### config.mk
export PLATFORM = sky130hd
export DESIGN_NAME = mult8_seq_ctrl
export DESIGN_NICKNAME = d
export VERILOG_FILES = /design/src/rtl/mult_ctrl_pkg.sv /design/src/rtl/mult8_pp_accum.sv /design/src/rtl/mult8_seq_ctrl.sv
export SDC_FILE = /design/constraint.sdc
export NUM_CORES = 1
export LEC_CHECK = 0
export CAP_MARGIN = 0
export CORE_MARGIN = 2
export CORE_UTILIZATION = 50
export DETAILED_ROUTE_END_ITERATION = 8
export GPL_TIMING_DRIVEN = 0
export PLACE_DENSITY_LB_ADDON = 0.3
export SLEW_MARGIN = 20
export SYNTH_ARGS = -nofsm -noshare
export SYNTH_HDL_FRONTEND = slang
export SYNTH_SLANG_ARGS = --single-unit
export TNS_END_PERCENT = 1
### constraint.sdc
create_clock -name clk -period 6.1 [get_ports clk]
set_input_delay 1.22 -clock clk [delete_from_list [all_inputs] [get_ports clk]]
set_output_delay 1.22 -clock clk [all_outputs]
set_load 0.1 [all_outputs]
### src/rtl/mult_ctrl_pkg.sv
`default_nettype none
// ============================================================================
//  Module   : mult_ctrl_pkg
//  Purpose  : Shared types, widths and per-step operand/shift selection for
//             the sequential 8x8 multiply controller.
//  Revision : 1.0 - initial release
// ============================================================================
package mult_ctrl_pkg;

    typedef enum logic [1:0] {
        IDLE = 2'd0,
        PRI  = 2'd1,
        CHK  = 2'd2,
        DONE = 2'd3
    } state_t;

    localparam int STEP_W      = 2;
    localparam int FAULT_CNT_W = 8;
    localparam int ACC_W       = 16;

    // Left shift applied to each step's partial product
    localparam logic [3:0] SHIFT0 = 4'd0;
    localparam logic [3:0] SHIFT1 = 4'd4;
    localparam logic [3:0] SHIFT2 = 4'd4;
    localparam logic [3:0] SHIFT3 = 4'd8;

    // Nibble select per step (bit index = step): 1 selects the high nibble.
    // Steps 2,3 use AH; steps 1,3 use BH.
    localparam logic [3:0] SEL_A_HI = 4'b1100;
    localparam logic [3:0] SEL_B_HI = 4'b1010;

    function automatic logic [3:0] step_shift(input logic [STEP_W-1:0] step);
        logic [3:0] sh;
        case (step)
            2'd0:    sh = SHIFT0;
            2'd1:    sh = SHIFT1;
            2'd2:    sh = SHIFT2;
            default: sh = SHIFT3;
        endcase
        return sh;
    endfunction

    // Returns {x, y}: the primary-pass operands of the given step
    function automatic logic [7:0] step_operands(input logic [STEP_W-1:0] step,
                                                 input logic [7:0]        a,
                                                 input logic [7:0]        b);
        logic [3:0] x;
        logic [3:0] y;
        x = SEL_A_HI[step] ? a[7:4] : a[3:0];
        y = SEL_B_HI[step] ? b[7:4] : b[3:0];
        return {x, y};
    endfunction

endpackage
`default_nettype wire

### src/rtl/mult8_pp_accum.sv
`default_nettype none
// ============================================================================
//  Module   : mult8_pp_accum
//  Purpose  : 16-bit shift-and-add accumulator for 4x4 partial products.
//             'sum' is the value the accumulator will hold after an add, so
//             the controller can capture the final product in the same edge.
//  Revision : 1.0 - initial release
// ============================================================================
module mult8_pp_accum
    import mult_ctrl_pkg::*;
(
    input  logic             clk,
    input  logic             rst_n,
    input  logic             clear,
    input  logic             add,
    input  logic [7:0]       pp,
    input  logic [3:0]       shift,
    output logic [ACC_W-1:0] sum
);

    logic [ACC_W-1:0] acc;

    assign sum = acc + (ACC_W'(pp) << shift);

    // Accumulator register: clear wins over add, otherwise hold
    always_ff @(posedge clk or negedge rst_n) begin
        if (!rst_n) begin
            acc <= '0;
        end else if (clear) begin
            acc <= '0;
        end else if (add) begin
            acc <= sum;
        end
    end

endmodule
`default_nettype wire

### src/rtl/mult8_seq_ctrl.sv
`default_nettype none
// ============================================================================
//  Module   : mult8_seq_ctrl
//  Purpose  : Builds an 8x8 unsigned multiply from four passes through an
//             external shared 4x4 core, optionally re-running each pass with
//             swapped operands to catch transient core faults.
//  Revision : 1.0 - initial release
// ============================================================================
module mult8_seq_ctrl
    import mult_ctrl_pkg::*;
#(
    parameter int RECHECK   = 1,
    parameter int MAX_RETRY = 1
) (
    input  logic                   clk,
    input  logic                   rst_n,
    input  logic                   in_valid,
    output logic                   in_ready,
    input  logic [7:0]             a,
    input  logic [7:0]             b,
    output logic                   out_valid,
    input  logic                   out_ready,
    output logic [15:0]            product,
    output logic                   fault,
    output logic [FAULT_CNT_W-1:0] fault_cnt,
    output logic [3:0]             mul_a,
    output logic [3:0]             mul_b,
    input  logic [7:0]             mul_p
);

    localparam logic       RECHECK_EN  = (RECHECK != 0);
    localparam logic [1:0] RETRY_LIMIT = 2'(MAX_RETRY);

    state_t            state;
    logic [7:0]        a_q;
    logic [7:0]        b_q;
    logic [7:0]        p_pri;
    logic [STEP_W-1:0] step;
    logic [STEP_W-1:0] step_inc;
    logic [1:0]        retry;
    logic              fault_flag;

    logic              accept;
    logic              chk_match;
    logic              retry_left;
    logic              pass_done;
    logic              last_step;
    logic              txn_fault;
    logic [7:0]        pp;
    logic [3:0]        shift;
    logic [7:0]        ops_next;
    logic [ACC_W-1:0]  sum;

    assign accept     = (state == IDLE) && in_ready && in_valid;
    assign chk_match  = (mul_p == p_pri);
    assign retry_left = (retry < RETRY_LIMIT);
    // A step is final after a single-pass PRI, or a CHK that either agrees
    // or has used up its retries (the primary result is kept in that case).
    assign pass_done  = ((state == PRI) && !RECHECK_EN) ||
                        ((state == CHK) && (chk_match || !retry_left));
    assign txn_fault  = fault_flag || ((state == CHK) && !chk_match);
    assign pp         = (state == PRI) ? mul_p : p_pri;
    assign shift      = step_shift(step);
    assign last_step  = (step == STEP_W'(3));
    assign step_inc   = step + STEP_W'(1);
    assign ops_next   = step_operands(step_inc, a_q, b_q);

    mult8_pp_accum u_accum (
        .clk   (clk),
        .rst_n (rst_n),
        .clear (accept),
        .add   (pass_done),
        .pp    (pp),
        .shift (shift),
        .sum   (sum)
    );

    // Sequencer: state, step/retry bookkeeping and all registered outputs
    always_ff @(posedge clk or negedge rst_n) begin
        if (!rst_n) begin
            state      <= IDLE;
            in_ready   <= 1'b0;
            out_valid  <= 1'b0;
            product    <= '0;
            fault      <= 1'b0;
            fault_cnt  <= '0;
            mul_a      <= '0;
            mul_b      <= '0;
            a_q        <= '0;
            b_q        <= '0;
            p_pri      <= '0;
            step       <= '0;
            retry      <= '0;
            fault_flag <= 1'b0;
        end else begin
            case (state)
                IDLE: begin
                    if (accept) begin
                        a_q            <= a;
                        b_q            <= b;
                        fault_flag     <= 1'b0;
                        step           <= '0;
                        retry          <= '0;
                        in_ready       <= 1'b0;
                        {mul_a, mul_b} <= step_operands(STEP_W'(0), a, b);
                        state          <= PRI;
                    end else begin
                        in_ready <= 1'b1;
                    end
                end
                PRI: begin
                    p_pri <= mul_p;
                    if (RECHECK_EN) begin
                        mul_a <= mul_b;
                        mul_b <= mul_a;
                        state <= CHK;
                    end
                end
                CHK: begin
                    if (pass_done) begin
                        retry      <= '0;
                        fault_flag <= txn_fault;
                    end else begin
                        // Mismatch with retries left: redo the primary pass
                        retry <= retry + 2'd1;
                        mul_a <= mul_b;
                        mul_b <= mul_a;
                        state <= PRI;
                    end
                end
                DONE: begin
                    if (out_ready) begin
                        out_valid <= 1'b0;
                        in_ready  <= 1'b1;
                        state     <= IDLE;
                    end
                end
                default: state <= IDLE;
            endcase

            // Step completion, shared by PRI (single pass) and CHK
            if (pass_done) begin
                if (last_step) begin
                    state     <= DONE;
                    out_valid <= 1'b1;
                    product   <= sum;
                    fault     <= txn_fault;
                    mul_a     <= '0;
                    mul_b     <= '0;
                    if (txn_fault && (fault_cnt != {FAULT_CNT_W{1'b1}})) begin
                        fault_cnt <= fault_cnt + 8'd1;
                    end
                end else begin
                    step           <= step_inc;
                    {mul_a, mul_b} <= ops_next;
                    state          <= PRI;
                end
            end
        end
    end

endmodule
`default_nettype wire

Word level (Yosys, flattened, before mapping) --
Cells that the tools add are included.
Word-level totals: flip-flop bits (word level) 82, output and inout bits 35
Cells by class: add/subtract/negate cells 4, magnitude comparators 2, eq/ne operators 13, shift-type cells 1, multiplexer cells 40, reduce and logical (&&, ||, !) cells 25
Operators with widths (count):
- $mux W16 | 2
- $mux W4 | 8
- $pmux W4 S2 | 3
- $mux W2 | 10
- $add A16 B16 Y16 | 1
- $shl A8 B4 Y16 | 1
- $reduce_and A2 Y1 | 6
- $mux W1 | 10
- $add A8 B1 Y8 const B | 1
- $eq A2 B2 Y1 const B | 4
- $eq A8 B8 Y1 | 1
- $mux W8 | 1
- $ne A8 B8 Y1 const B | 1
- $pmux W2 S4 | 1
- $ne A2 B2 Y1 const B | 3
- $ne A3 B3 Y1 const B | 2
- $reduce_and A3 Y1 | 2
- $reduce_bool A2 Y1 | 3
- $logic_and A1 B1 Y1 | 5
- $add A2 B1 Y2 const B | 2
- $bmux W1 S2 | 2
- $eq A2 B1 Y1 const B | 2
- $logic_not A2 Y1 | 2
- $pmux W1 S2 | 2
- 7 further kinds | 10

Depth between registers and ports, before layout --
Gate-level depths: netlist (run 1).
depth after elaboration 7, depth in mapped cells 14, mapped depth without buffers 13

Modules after synthesis --
From an unflattened synthesis (run 1), not the netlist that was laid out.
Second synthesis, totals: cell total of the unflattened synthesis 502, area total of the unflattened synthesis 5144.9 µm²
By module, submodules not included:
- mult8_seq_ctrl | instances 1, cells an instance 282, area an instance 3310.7 µm²
- mult8_pp_accum | instances 1, cells an instance 220, area an instance 1834.3 µm²

Worst setup path after synthesis (run 1) --
Ideal clock, no wire load.
kind input -> register, start point input port mul_p[0], end point register product[14], setup time 128 ps, data arrival time 3436 ps, data required time 5972 ps, path slack 2536 ps, cell stages on the path 10, buffers on the path 0, cells stage by stage mux2i_1 > nor3_1 > ha_1 > fa_1 > a21o_1 > a311o_2 > a211o_1 > a41oi_2 > xor2_1 > mux2i_1
On the way: word-level cells in the longest chain between the ends 4, elaborated cells between the ends (all ways) 7, those cells by class add/sub (1); eq/ne (1); shift (1); mux (1); reduce/logical (3)
Ends and longest elaborated chain:
- start, declared | RTL line mult8_seq_ctrl.sv:28 | input logic [7:0] mul_p
- parallel branches: the longest is 4 deep, another holds $add A16 B16 Y16
- end signal, assigned | RTL line mult8_seq_ctrl.sv:146 | product <= sum;
- end, declared | RTL line mult8_seq_ctrl.sv:23 | output logic [15:0] product,
Parallel ways; which one is timed is not known. A chain may end at the register's enable or synchronous reset.

Final worst setup path (run 1) --
start point register state[1], end point register product[14]
On the way: word-level cells in the longest chain between the ends 4, elaborated cells between the ends (all ways) 7, those cells by class add/sub (1); eq/ne (2); shift (1); mux (1); reduce/logical (2)
Ends and longest elaborated chain:
- start, declared | RTL line mult8_seq_ctrl.sv:34 | state_t state;
- start signal, assigned | RTL line mult8_seq_ctrl.sv:81 | state <= IDLE;
- start signal, assigned | RTL line mult8_seq_ctrl.sv:106 | state <= PRI;
- start signal, assigned | RTL line mult8_seq_ctrl.sv:116 | state <= CHK;
- $eq A2 B1 Y1 | RTL line mult8_seq_ctrl.sv:62 | assign pp = (state == PRI) ? mul_p : p_pri;
- $mux W8
- $shl A8 B4 Y16 | RTL line mult8_pp_accum.sv:23 | assign sum = acc + (ACC_W'(pp) << shift);
- $add A16 B16 Y16 | RTL line mult8_pp_accum.sv:23
Several ways; a longest one is shown, not always the timed one.

==> run_results.csv, run 1 <==
group,metric,value,unit
status,outcome,"finished clean",
clocking,clock_sinks,82,
power_and_ir_drop,pwr_density_cell,567,mW/mm²
drt,drc,0,
critical_path,cp.required,6.33,ns
drt,post_drt_wl_per_cell,16.3,µm
floorplan,fp.coreArea,0.00915,mm²
floorplan,rows,35,
sta,slew_headroom,32.1,%
sta,final-setup-viol-count,0,
drt,dr.pass1.iters,5,
clocking,cts_buffers,9,
drt,vias,3779,
clocking,cts_setup_buffers,0,
power_and_ir_drop,leakage,2.78,nW
floorplan,die_w,101,µm
synthesis,syn_inst,470,
synthesis,synth-edff-count,0,
clocking,clk_pin_slew_worst_paths,0.09,ns
worst_hold_path,hold_start,"a_q[5]",
critical_path,path_cells,"inv_1, ha_1, buf_1, mux2i_1, nor3_1, ha_1, fa_1, a21o_1, a311o_2, a211o_1, a41oi_2, xor2_1, mux2i_1",
synthesis,synth_area_leaders,"dfrtp_1, mux2_2, nand2_1, mux2i_1, ha_1",
sta,rsz0062_at_grt,"no",
final_layout,drive_above_1_share,12.8,%
critical_path,start_kind,"flop",
critical_path,cp-end-kind,"flop",
sta,hold_viol_final,0,
critical_path,worstPathArrival,4.31,ns
floorplan,initial_core_util,51.0,%
global_routing,antenna_found_initial,0,
floorplan,dieArea,0.0101,mm²
final_layout,nFillCells,766,
sta,slew_viol_final,0,
synthesis,yosysTopAreaCell,"dfrtp_1",
synthesis,synth.most_common_cell,"nand2_1",
synthesis,netlist.area_leader.share,44.0,%
critical_path,timing.critical_path.buf_inv,2,
global_routing,grt_pass1_vias,3742,
final_layout,final_util,61.9,%
critical_path,cp_slowest_cell,"buf_1",
synthesis,syn-mean-instance-area,9.93,µm²
sta,holdWs,0.482,ns
critical_path,cpPeakStageDelay,0.49,ns
worst_hold_path,hold_class,"reg -> reg",
global_routing,grt_pass1_wl,17700,µm
drt,vias_per_cell,5.73,
critical_path,critPathLaunch,"state[1]",
power_and_ir_drop,max-vdd-ir-drop,0.252,mV
clocking,cts_hold_buffers,0,
critical_path,r2r_end,"product[14]",
clocking,ctsResizeCount,0,
clocking,cts_tree,"built",
global_routing,overflow,0,
final_layout,num_antenna_cells,0,
flow_run,cap_violations,0,
drt,drtIter0Drc,161,
drt,ant_nets,0,
critical_path,r2r_start,"state[1]",
worst_hold_path,worstHoldPathCells,2,
placement,routabilityCongestion,0.881,
clocking,htree_levels,3,
synthesis,async_reset_ff_share,100,%
sta,skew,0.0123,ns
critical_path,crit_type,"reg -> reg",
worst_hold_path,whs_endpoint,"a_q[5]",
sta,fin_crit,4.08,ns
floorplan,pin_count,63,
synthesis,ys_seq_area_share,44.0,%
final_layout,fin_nets,595,
sta,tightest_slew,1.01,ns
sta,fin_crit_sh,66.9,%
clocking,cts_buffer_depth,2,
synthesis,synth-seq-cells,82,
synthesis,synth_common_cells,"nand2_1, dfrtp_1, mux2_2",
clocking,clock_latency,0.36,ns
critical_path,crit_family,"compound AO/OA/AOI/OAI gates",
critical_path,r2r_setup_slack,2.02,ns
synthesis,synth_area,0.00467,mm²
synthesis,synth_nets,521,
floorplan,die_h,101,µm
drt,drt-total-wl,10700,µm
clocking,cts-root-buf,"clkbuf_8",
synthesis,yosys_warnings,0,
placement,dpl.hpwl,7970,µm
placement,io_buffers,62,
sta,fin_tns_setup,0,ns
critical_path,rr_worst_depth,13,
global_routing,grt_usage,22.1,%
final_layout,synthToLayoutAreaGrowth,21.5,%
synthesis,synthFlopType,"dfrtp_1",
synthesis,synthDistinctLibCells,54,
sta,fmax,245,MHz
global_routing,grt_max_degree,43,
critical_path,critPathMaxFanout,10,
==> routing by layer <==
layer	global-route usage, %	share of wire (%)	up-vias
met4	8.43	2.1	0
met1	29.9	46	1851
met2	36.6	48	114
met5	0	0	-
li1	-	-	1788
met3	2.77	4.0	26
==> how the worst max path moves through the flow <==
| stage | endpoint | slack [ns] | depth (start not counted) |
|---|---|---|---|
| 2_1_floorplan | product[14] | 2.54 | 10 |
| 3_3_place_gp | a_q[7] | 0.90 | 1 |
| 3_5_place_dp | product[14] | 1.74 | 11 |
| 4_1_cts | product[14] | 2.09 | 13 |
| 5_1_grt | u_accum.acc[13] | 1.83 | 13 |
| 6_report | product[14] | 2.02 | 13 |
==> cell type report <==
| type | count | area [µm²] | area share, % |
|---|---|---|---|
| buffer | 17 | 77.6 | 1.37 |
| clock inverter | 6 | 87.6 | 1.55 |
| sequential | 82 | 2050 | 36.2 |
| clock buffer | 10 | 138 | 2.43 |
| inverter | 22 | 82.6 | 1.46 |
| tap | 111 | 139 | 2.45 |
| timing repair buffer | 63 | 638 | 11.3 |
| multi-input combinational | 349 | 2450 | 43.3 |
==> kinds of logic after synthesis <==
group / Yosys count / share of synthesized area (%)
AO/OA/AOI/OAI: 75 / 10.9
XOR/XNOR: 27 / 5.07
adder cells (fa/ha/maj): 23 / 6.33
buffers and inverters: 39 / 3.43
flip-flops: 82 / 44.0
multiplexers: 68 / 15.8
AND/OR/NAND/NOR: 156 / 14.6
==> layout by cell type, fill, tap and decap left out, types with 3 or more instances in the layout <==
cell type	instances
ha_1	22
nor3_1	5
nor2_1	23
buf_4	3
a21o_1	5
inv_1	22
o22ai_1	4
dfrtp_1	82
nand4_1	4
nand2_1	91
a21oi_1	26
mux2i_1	33
clkbuf_1	8
xor2_1	12
nor4_1	6
nand3_1	9
a31o_2	3
and3_1	5
buf_1	4
clkbuf_8	10
o21ai_0	15
mux2_2	34
xnor2_1	15
clkdlybuf4s50_1	61
==> registers in the layout, indices dropped and copies added (netlist names), 2 cells and up <==
signal,cells
step,2
product,16
state,2
p_pri,8
retry,2
u_accum.acc,16
mul_b,4
b_q,8
a_q,8
mul_a,4
fault_cnt,8
==> worst register-to-register path, stage by stage (launching register included) <==
cell and delay [ns]:
dfrtp_1 0.41, inv_1 0.11, ha_1 0.20, buf_1 0.49
mux2i_1 0.49, nor3_1 0.11, ha_1 0.24, fa_1 0.41
a21o_1 0.23, a311o_2 0.43, a211o_1 0.28, a41oi_2 0.20
xor2_1 0.25, mux2i_1 0.11
==> metrics by stage <==
stage               std cells  instance area (µm²)  setup slack, ns  power, mW
floorplan                 470                 4670             2.54       2.31
global placement          643                 5430            0.903       2.68
detailed placement        644                 5440             1.74       2.75
CTS                       660                 5670             2.09       3.20
global route              660                 5670             1.83       3.42
finish                    660                 5670             2.02       3.21
==> power breakdown <==
part           switching [mW]  internal (mW)
clock                   0.210          0.243
sequential              0.120          0.726
combinational            1.21          0.700
Note: power is estimated with default switching activity, not from simulation.
==> run 2: changes to the inputs <==
==> constraint.sdc (replaced) <==
create_clock -name clk -period 3.38 [get_ports clk]
set_input_delay 0.676 -clock clk [delete_from_list [all_inputs] [get_ports clk]]
set_output_delay 0.676 -clock clk [all_outputs]
set_load 0.1 [all_outputs]
==> run 2 against run 1 <==
  * Via count is 2.0% lower
  * Global-route usage up 0.38 points
  * Clock power increased by 71%
  * Non-clock buffer count grew 5
  * Clock skew increased by 0.0027 ns
  * Hold slack got worse by 0.20 ns
  * Highest routed layer unchanged
  * Setup slack worse by 1.9 ns
  * Utilization up 1.8 points
  * Die area unchanged
==> run_results.csv, run 2 (synthesis results as in run 1) <==
group,metric,value,unit
drt,dr.pass1.iters,4,
placement,dp_slack,-0.418,ns
placement,io_buffers,62,
sta,tightest_slew,0.984,ns
drt,drtIter0Drc,178,
drt,post_drt_wl_per_cell,16.5,µm
final_layout,fin_nets,600,
placement,place_inst,644,
final_layout,instances_no_fill,665,
drt,vias,3702,
critical_path,cpPeakStageDelay,0.53,ns
critical_path,path_cells,"clkdlybuf4s50_1, mux4_2, and2_1, ha_4, and2_0, a32o_1, or2_2, a21oi_4, xor2_2, mux2_2",
sta,hold_viol_final,0,
drt,vias_per_cell,5.57,
clocking,cts_buffer_depth,2,
critical_path,r2r_setup_slack,0.14,ns
sta,fin_tns_setup,0,ns
final_layout,mostFrequentLayoutCell,"nand2_1",
drt,met2_length,5330,µm
sta,slew_headroom,34.2,%
clocking,clock_sinks,82,
drt,drt-met1-wl,4990,µm
critical_path,cp.required,3.64,ns
global_routing,grt_usage,22.5,%
critical_path,cp_slowest_cell,"mux4_2",
critical_path,start_kind,"input port",
critical_path,crit_type,"in -> reg",
sta,holdWs,0.283,ns
final_layout,nFillCells,743,
final_layout,seq_area,0.00205,mm²
sta,setup_ws,0.129,ns
worst_hold_path,hold_class,"in -> async",
sta,slew_viol_final,0,
critical_path,cp-end-kind,"flop",
floorplan,pin_count,63,
clocking,clk_pin_slew_worst_paths,0.10,ns
drt,drc,0,
floorplan,rows,35,
sta,fin_crit,3.25,ns
power_and_ir_drop,max-vdd-ir-drop,0.450,mV
clocking,htree_levels,3,
placement,dpl.hpwl,7780,µm
final_layout,synthToLayoutAreaGrowth,25.0,%
floorplan,initial_core_util,51.0,%
placement,routabilityCongestion,0.878,
clocking,cts-root-buf,"clkbuf_8",
status,outcome,"finished clean",
clocking,cts_buffers,9,
final_layout,drive_above_1_share,17.1,%
drt,top_layer,"met4",
clocking,clock_latency,0.37,ns
sta,final-setup-viol-count,0,
final_layout,multi_input_area,0.00257,mm²
drt,wl_met3,419,µm
power_and_ir_drop,leakage,2.81,nW
sta,fmax,308,MHz
floorplan,fp.coreArea,0.00915,mm²
global_routing,grt_pass1_wl,17900,µm
global_routing,grt_pass1_vias,3691,
final_layout,top_regs,"product x16, u_accum.acc x16",
floorplan,dieArea,0.0101,mm²
sta,fin_crit_sh,96.2,%
global_routing,antenna_found_initial,0,
floorplan,die_h,101,µm
critical_path,critPathMaxFanout,5,
floorplan,die_w,101,µm
drt,drt-total-wl,11000,µm
flow_run,cap_violations,0,
final_layout,num_antenna_cells,0,
final_layout,mostFrequentLayoutCells,"nand2_1, dfrtp_1, clkdlybuf4s50_1",
power_and_ir_drop,pwr_density_cell,1030,mW/mm²
global_routing,grt_max_degree,43,
global_routing,overflow,0,
sta,skew,0.0150,ns
critical_path,worstPathArrival,3.51,ns
clocking,cts_tree,"built",
sta,rsz0062_at_grt,"yes",
drt,ant_nets,0,
run 2: area by class of cell:
type                       instances  share of cell area (%)
tap                              111                    2.38
clock inverter                     7                    1.44
multi-input combinational        349                    44.1
clock buffer                       9                    2.12
buffer                            15                    1.46
inverter                          22                    1.48
sequential                        82                    35.2
timing repair buffer              70                    11.8
run 2: path summary, 6_finish.rpt:
path	from	end	cells after the start
worst min register to register	a_q[0]	a_q[0]	2
worst min-delay path	rst_n	product[0]	1
min in group clk	a_q[0]	a_q[0]	2
worst max-delay path	mul_p[3]	product[15]	10
worst max register to register	state[0]	product[14]	14
max in group asynchronous	rst_n	fault_cnt[0]	2
run 2: report_power, final:
group	internal, mW	switching (mW)
Clock	0.356	0.418
Sequential	1.31	0.232
Combinational	1.44	2.27
Total	3.11	2.92
run 2: per-layer routing:
metal | GRT usage, % | vias up
li1 | - | 1791
met1 | 30.3 | 1814
met2 | 36.8 | 80
met3 | 3.47 | 17
met4 | 8.64 | 0
met5 | 0 | -
run 2: stage by stage:
step                      power, mW  util, %  area (µm²)
final                          6.02     63.7        5830
after global routing           6.41     63.7        5830
after CTS                      5.87     62.6        5730
after detailed placement       4.96     59.5        5450
after global placement         4.85     59.3        5430
after floorplan                4.18        -        4670
run 2: what timing repair did:
item / CTS / global route
hold buffers: 0 / 0
resized for setup: 16 / 13
setup buffers: 3 / 4
endpoints found under the setup margin: 20 / 12
pin swaps: 3 / 7
run 2: worst max-delay path: cells and delay by family:
| family | cells | cell delay, ns |
|---|---|---|
| fa+ha+maj | 1 | 0.24 |
| simple gates | 3 | 0.72 |
| compound gates | 2 | 0.48 |
| xor+xnor | 1 | 0.11 |
| mux | 2 | 0.80 |
| buf+inv | 1 | 0.48 |
==> RTL edit 1: new RTL, config.mk and constraints of run 1 <==
Set the package constant `STEP_W` to 4 (it was 2).
--- a/src/rtl/mult_ctrl_pkg.sv
+++ b/src/rtl/mult_ctrl_pkg.sv
@@ -16,3 +16,3 @@
 
-    localparam int STEP_W      = 2;
+    localparam int STEP_W      = 4;
     localparam int FAULT_CNT_W = 8;
Behaviour: same outputs for any inputs over 10 cycles, from zero or initial values and one cycle with rst_n low; that may be too few to reach the edited logic, so the function may still have changed.
==> RTL edit 1 against run 1 <==
- clock power down 5.1%
- combinational power grew 13%
- sequential cell count rose by 2
- critical path depth down 2
- power rose by 7.0%
- synthesized area rose by 5.1%
- first-iteration DRC count is 53% higher
- worst setup slack worse by 0.044 ns
- final area up 4.4%
- via count grew 9.9%
- die area rose by 4.9%
- sequential share of layout area fell by 0.69 points
- register-to-register slack is essentially flat
- wire length grew 15%
- highest routed layer unchanged
==> RTL edit 1: results (changes against run 1) <==
metric	value	unit	change
CTS resizes	0		unchanged
Async SR Flop Fraction	1.00		unchanged
Max clock buf depth	2		unchanged
PortBufs	62		unchanged
Hold Crit Class	flop to flop		
Synth Flop Type	dfrtp_1		
Root Buffer	clkbuf_8		
Max-slew headroom	0.340		+0.0185
top cells by area, synth	dfrtp_1, nand2_1, ha_1, mux2_2, xnor2_1		
pin count of the biggest net entering global routing	45		+4.7%
via count	4154		+9.9%
antenna violations before repair	0		unchanged
Max-Cap Viols	0		unchanged
Seq/Total Area, Yosys	0.429		-0.0112
DP Worst Slack	1.64	ns	-0.107 ns
first-pass GRT wire length	20300	microns	+14%
comb pwr	2.15	mW	+13%
GR Util All Layers	0.249		+0.0276
CP arrival	4.35	ns	+0.04 ns
crit-path leading delay family	compound AO/OA/AOI/OAI gates		
DRT Wirelength	12400	microns	+15%
Post-CTS Setup Inserts	0		unchanged
fin nets	658		+11%
share of cells above drive strength 1	0.0954		-0.0321
number of buffers created by CTS	9		unchanged
placed wire-length estimate	8930	microns	+12%
Synth top cells by count	nand2_1, dfrtp_1, o21ai_0		
Skew-Pair Late Insertion Delay	0.37	ns	
H-tree lvl count	3		unchanged
outcome	complete, no violations		
vias in the first global route	4063		+8.6%
drt pass-1 iters	5		unchanged
leak pwr	2.72	nW	-2.3%
antenna cells	0		unchanged
Max VDD drop	0.315	mV	+25%
max incr delay on CP	0.47	ns	-0.02 ns
setup skew after layout	0.0112	ns	-0.00110 ns
warnings from Yosys	0		unchanged
clock-pin slew on the worst setup and hold paths	0.08	ns	
number of DRC markers in iteration 0	246		+53%
slowest stage cell, crit path	or4_1		
Power Clock	0.430	mW	-5.1%
GP Congestion	0.877		-0.48%
clock share of power	0.125		-0.016
syn_nets	584		+12%
worst-path maximum fanout	4		-6
Switching Share	0.505		+0.0243
[RTL edit 1: changes by cell type after synthesis, sizes merged, moves of 5 or more]
cell and delta:
clkbuf +14, mux2 -8, mux2i -15, nand2 +5, nand3 +6, nand4 +16
nor2 +6, nor4 -6, o21ai +18, xnor2 +7, xor2 -9
[RTL edit 1: stage by stage]
stage                     instances  hold slack [ns]  instance area [sq um]
after floorplan                 529            0.440                   4900
after global placement          724            0.452                   5690
after detailed placement        725            0.458                   5710
after CTS                       741            0.483                   5920
after global routing            741            0.506                   5920
final                           741            0.479                   5920
[RTL edit 1: area by class of cell]
| type | instances | area (sq um) |
|---|---|---|
| clock buffers | 10 | 138 |
| flip-flops and latches | 84 | 2100 |
| repair buffers | 63 | 638 |
| clock inverters | 6 | 71.3 |
| multi-input cells | 396 | 2610 |
| plain buffers | 30 | 126 |
| well taps | 133 | 166 |
| inverters | 19 | 71.3 |
| fillers | 837 | 3720 |
[RTL edit 1: path summary, 6_finish.rpt]
path	start	end	slack, ns	depth (start not counted)
worst max-delay path	mul_p[0]	product[14]	1.98	11
worst min-delay path	product[9]	product[9]	0.48	2
worst max register to register	step[0]	product[15]	2.02	13
worst min register to register	product[9]	product[9]	0.48	2
max in group asynchronous	rst_n	step[0]	4.63	2
min in group asynchronous	rst_n	u_accum.acc[3]	0.84	1
[RTL edit 1: layer usage]
metal,track usage,wire [microns],vias to the layer above
met5,0,0,-
li1,-,-,2001
met2,0.388,5780,124
met4,0.0850,209,0
met3,0.0380,602,16
met1,0.356,5780,2013
[RTL edit 1: cell families after synthesis]
group	after synthesis	synth area share
and+or+nand+nor	187	0.171
AOI/OAI and AO/OA	112	0.143
DFF	84	0.429
buffers and inverters	49	0.0403
muxes	44	0.0972
adders and majority gates	27	0.0704
xor gates and xnor gates	26	0.0492
==> RTL edit 2: new RTL, settings of run 1 <==
Made on the original files. Make the reset (`rst_n`) synchronous in 2 clocked blocks.
--- a/src/rtl/mult8_pp_accum.sv
+++ b/src/rtl/mult8_pp_accum.sv
@@ -25,3 +25,3 @@
     // Accumulator register: clear wins over add, otherwise hold
-    always_ff @(posedge clk or negedge rst_n) begin
+    always_ff @(posedge clk) begin
         if (!rst_n) begin
--- a/src/rtl/mult8_seq_ctrl.sv
+++ b/src/rtl/mult8_seq_ctrl.sv
@@ -78,3 +78,3 @@
     // Sequencer: state, step/retry bookkeeping and all registered outputs
-    always_ff @(posedge clk or negedge rst_n) begin
+    always_ff @(posedge clk) begin
         if (!rst_n) begin
Formal check against the unedited RTL: differs if rst_n is asserted again (counterexample within 4 cycles, from zero or initial values and one cycle with rst_n low); with rst_n held inactive, the same outputs for 10 cycles.
==> RTL edit 2 against run 1 <==
- register-to-register slack lost 0.19 ns
- synthesized area shrank 10%
- final area shrank 8.9%
- wire length grew 2.2%
- sequential cell count is the same
- sequential share of layout area shrank 4.4 points
- die area shrank 9.7%
- non-clock buffer count grew 8
- final cell count grew 4.2%
- critical path depth shrank 1
- worst setup slack lost 0.33 ns
- critical endpoint is now u_accum.acc[12]
- largest cell class unchanged
- highest routed layer unchanged
Power is not compared: it rests on default switching activity, and its combinational part moved more than twofold at a synthesized area within 25%.
==> RTL edit 2: results (changes against run 1) <==
metric	value	unit	change
worst-path maximum fanout	4		-6
Synth top cells by count	nand2_1, dfxtp_1, a21oi_1		
Clock-cell share	0.0421		+0.00241
met2 GRT Util	0.378		+0.0120
met3 Usage GRT	0.0561		+0.0284
pin count of the biggest net entering global routing	15		-65%
first-pass GRT wire length	17300	microns	-2.6%
multi-input gate count	389		+11%
Period minus WS final	4.40	ns	+0.325 ns
WHS	0.456	ns	-0.0258 ns
post-DR vias/cell	5.66		-1.2%
setup skew after layout	0.0138	ns	+0.00147 ns
Seq/Total Area, Yosys	0.391		-0.0486
placed wire-length estimate	8060	microns	+1.2%
CP arrival	4.63	ns	+0.32 ns
DRT Wirelength	11000	microns	+2.2%
antenna violations before repair	0		unchanged
outcome	complete, no violations		
synthesized instance count	505		+7.4%
Hold Path Sink	out_valid		
slowest stage cell, crit path	a221oi_1		
final core occ	0.632		+0.0126
RR Endpoint	u_accum.acc[12]		
fin nets	629		+5.7%
vias in the first global route	3609		-3.6%
Reg area	1640	sq um	-20%
GR Util All Layers	0.245		+0.0232
top cells by area, synth	dfxtp_1, nand2_1, a21oi_1, ha_1, xnor2_1		
Crit. Startpoint	mul_p[0]		
R2R Setup Slk	1.83	ns	-0.19 ns
syn_nets	556		+6.7%
Synth Flop Type	dfxtp_1		
reg-to-reg critical path startpoint	step[0]		
max incr delay on CP	0.46	ns	-0.03 ns
warnings from Yosys	0		unchanged
filler instances	707		-7.7%
DRT met1 WL	5060	microns	+3.0%
Max-slew headroom	0.340		+0.0183
DR WL met3	776	microns	+80%
synth unique cells	48		-11%
GP Congestion	0.878		-0.35%
Buffers excl. clock	88		+10%
routed len/inst	16.0	microns	-2.0%
invs w/o clock	8		-64%
NonClk Buf Share	0.140		+0.0140
placed inst area	4950	sq um	-9.1%
area of the multi-input gates	2420	sq um	-1.3%
==> RTL edit 2: cell count changes in the layout (fill, tap and decap cells not counted), sizes merged, moves of 7 or more <==
cell	delta
a21oi	+28
a22o	+7
clkbuf	+7
dfrtp	-82
dfxtp	+82
inv	-15
mux2	-23
mux2i	-15
nand2	-7
nand3	+14
nor2	+15
o21ai	+8
==> RTL edit 2: cell families (layout without fill, tap and decap cells) <==
| logic type | Yosys count | after routing | synth area share |
|---|---|---|---|
| AO/OA/AOI/OAI | 123 | 123 | 0.178 |
| XOR/XNOR | 29 | 29 | 0.0605 |
| adder cells (fa/ha/maj) | 23 | 23 | 0.0704 |
| buffers and inverters | 34 | 112 | 0.0319 |
| flip-flops | 82 | 82 | 0.391 |
| multiplexers | 29 | 29 | 0.0725 |
| AND/OR/NAND/NOR | 185 | 185 | 0.196 |
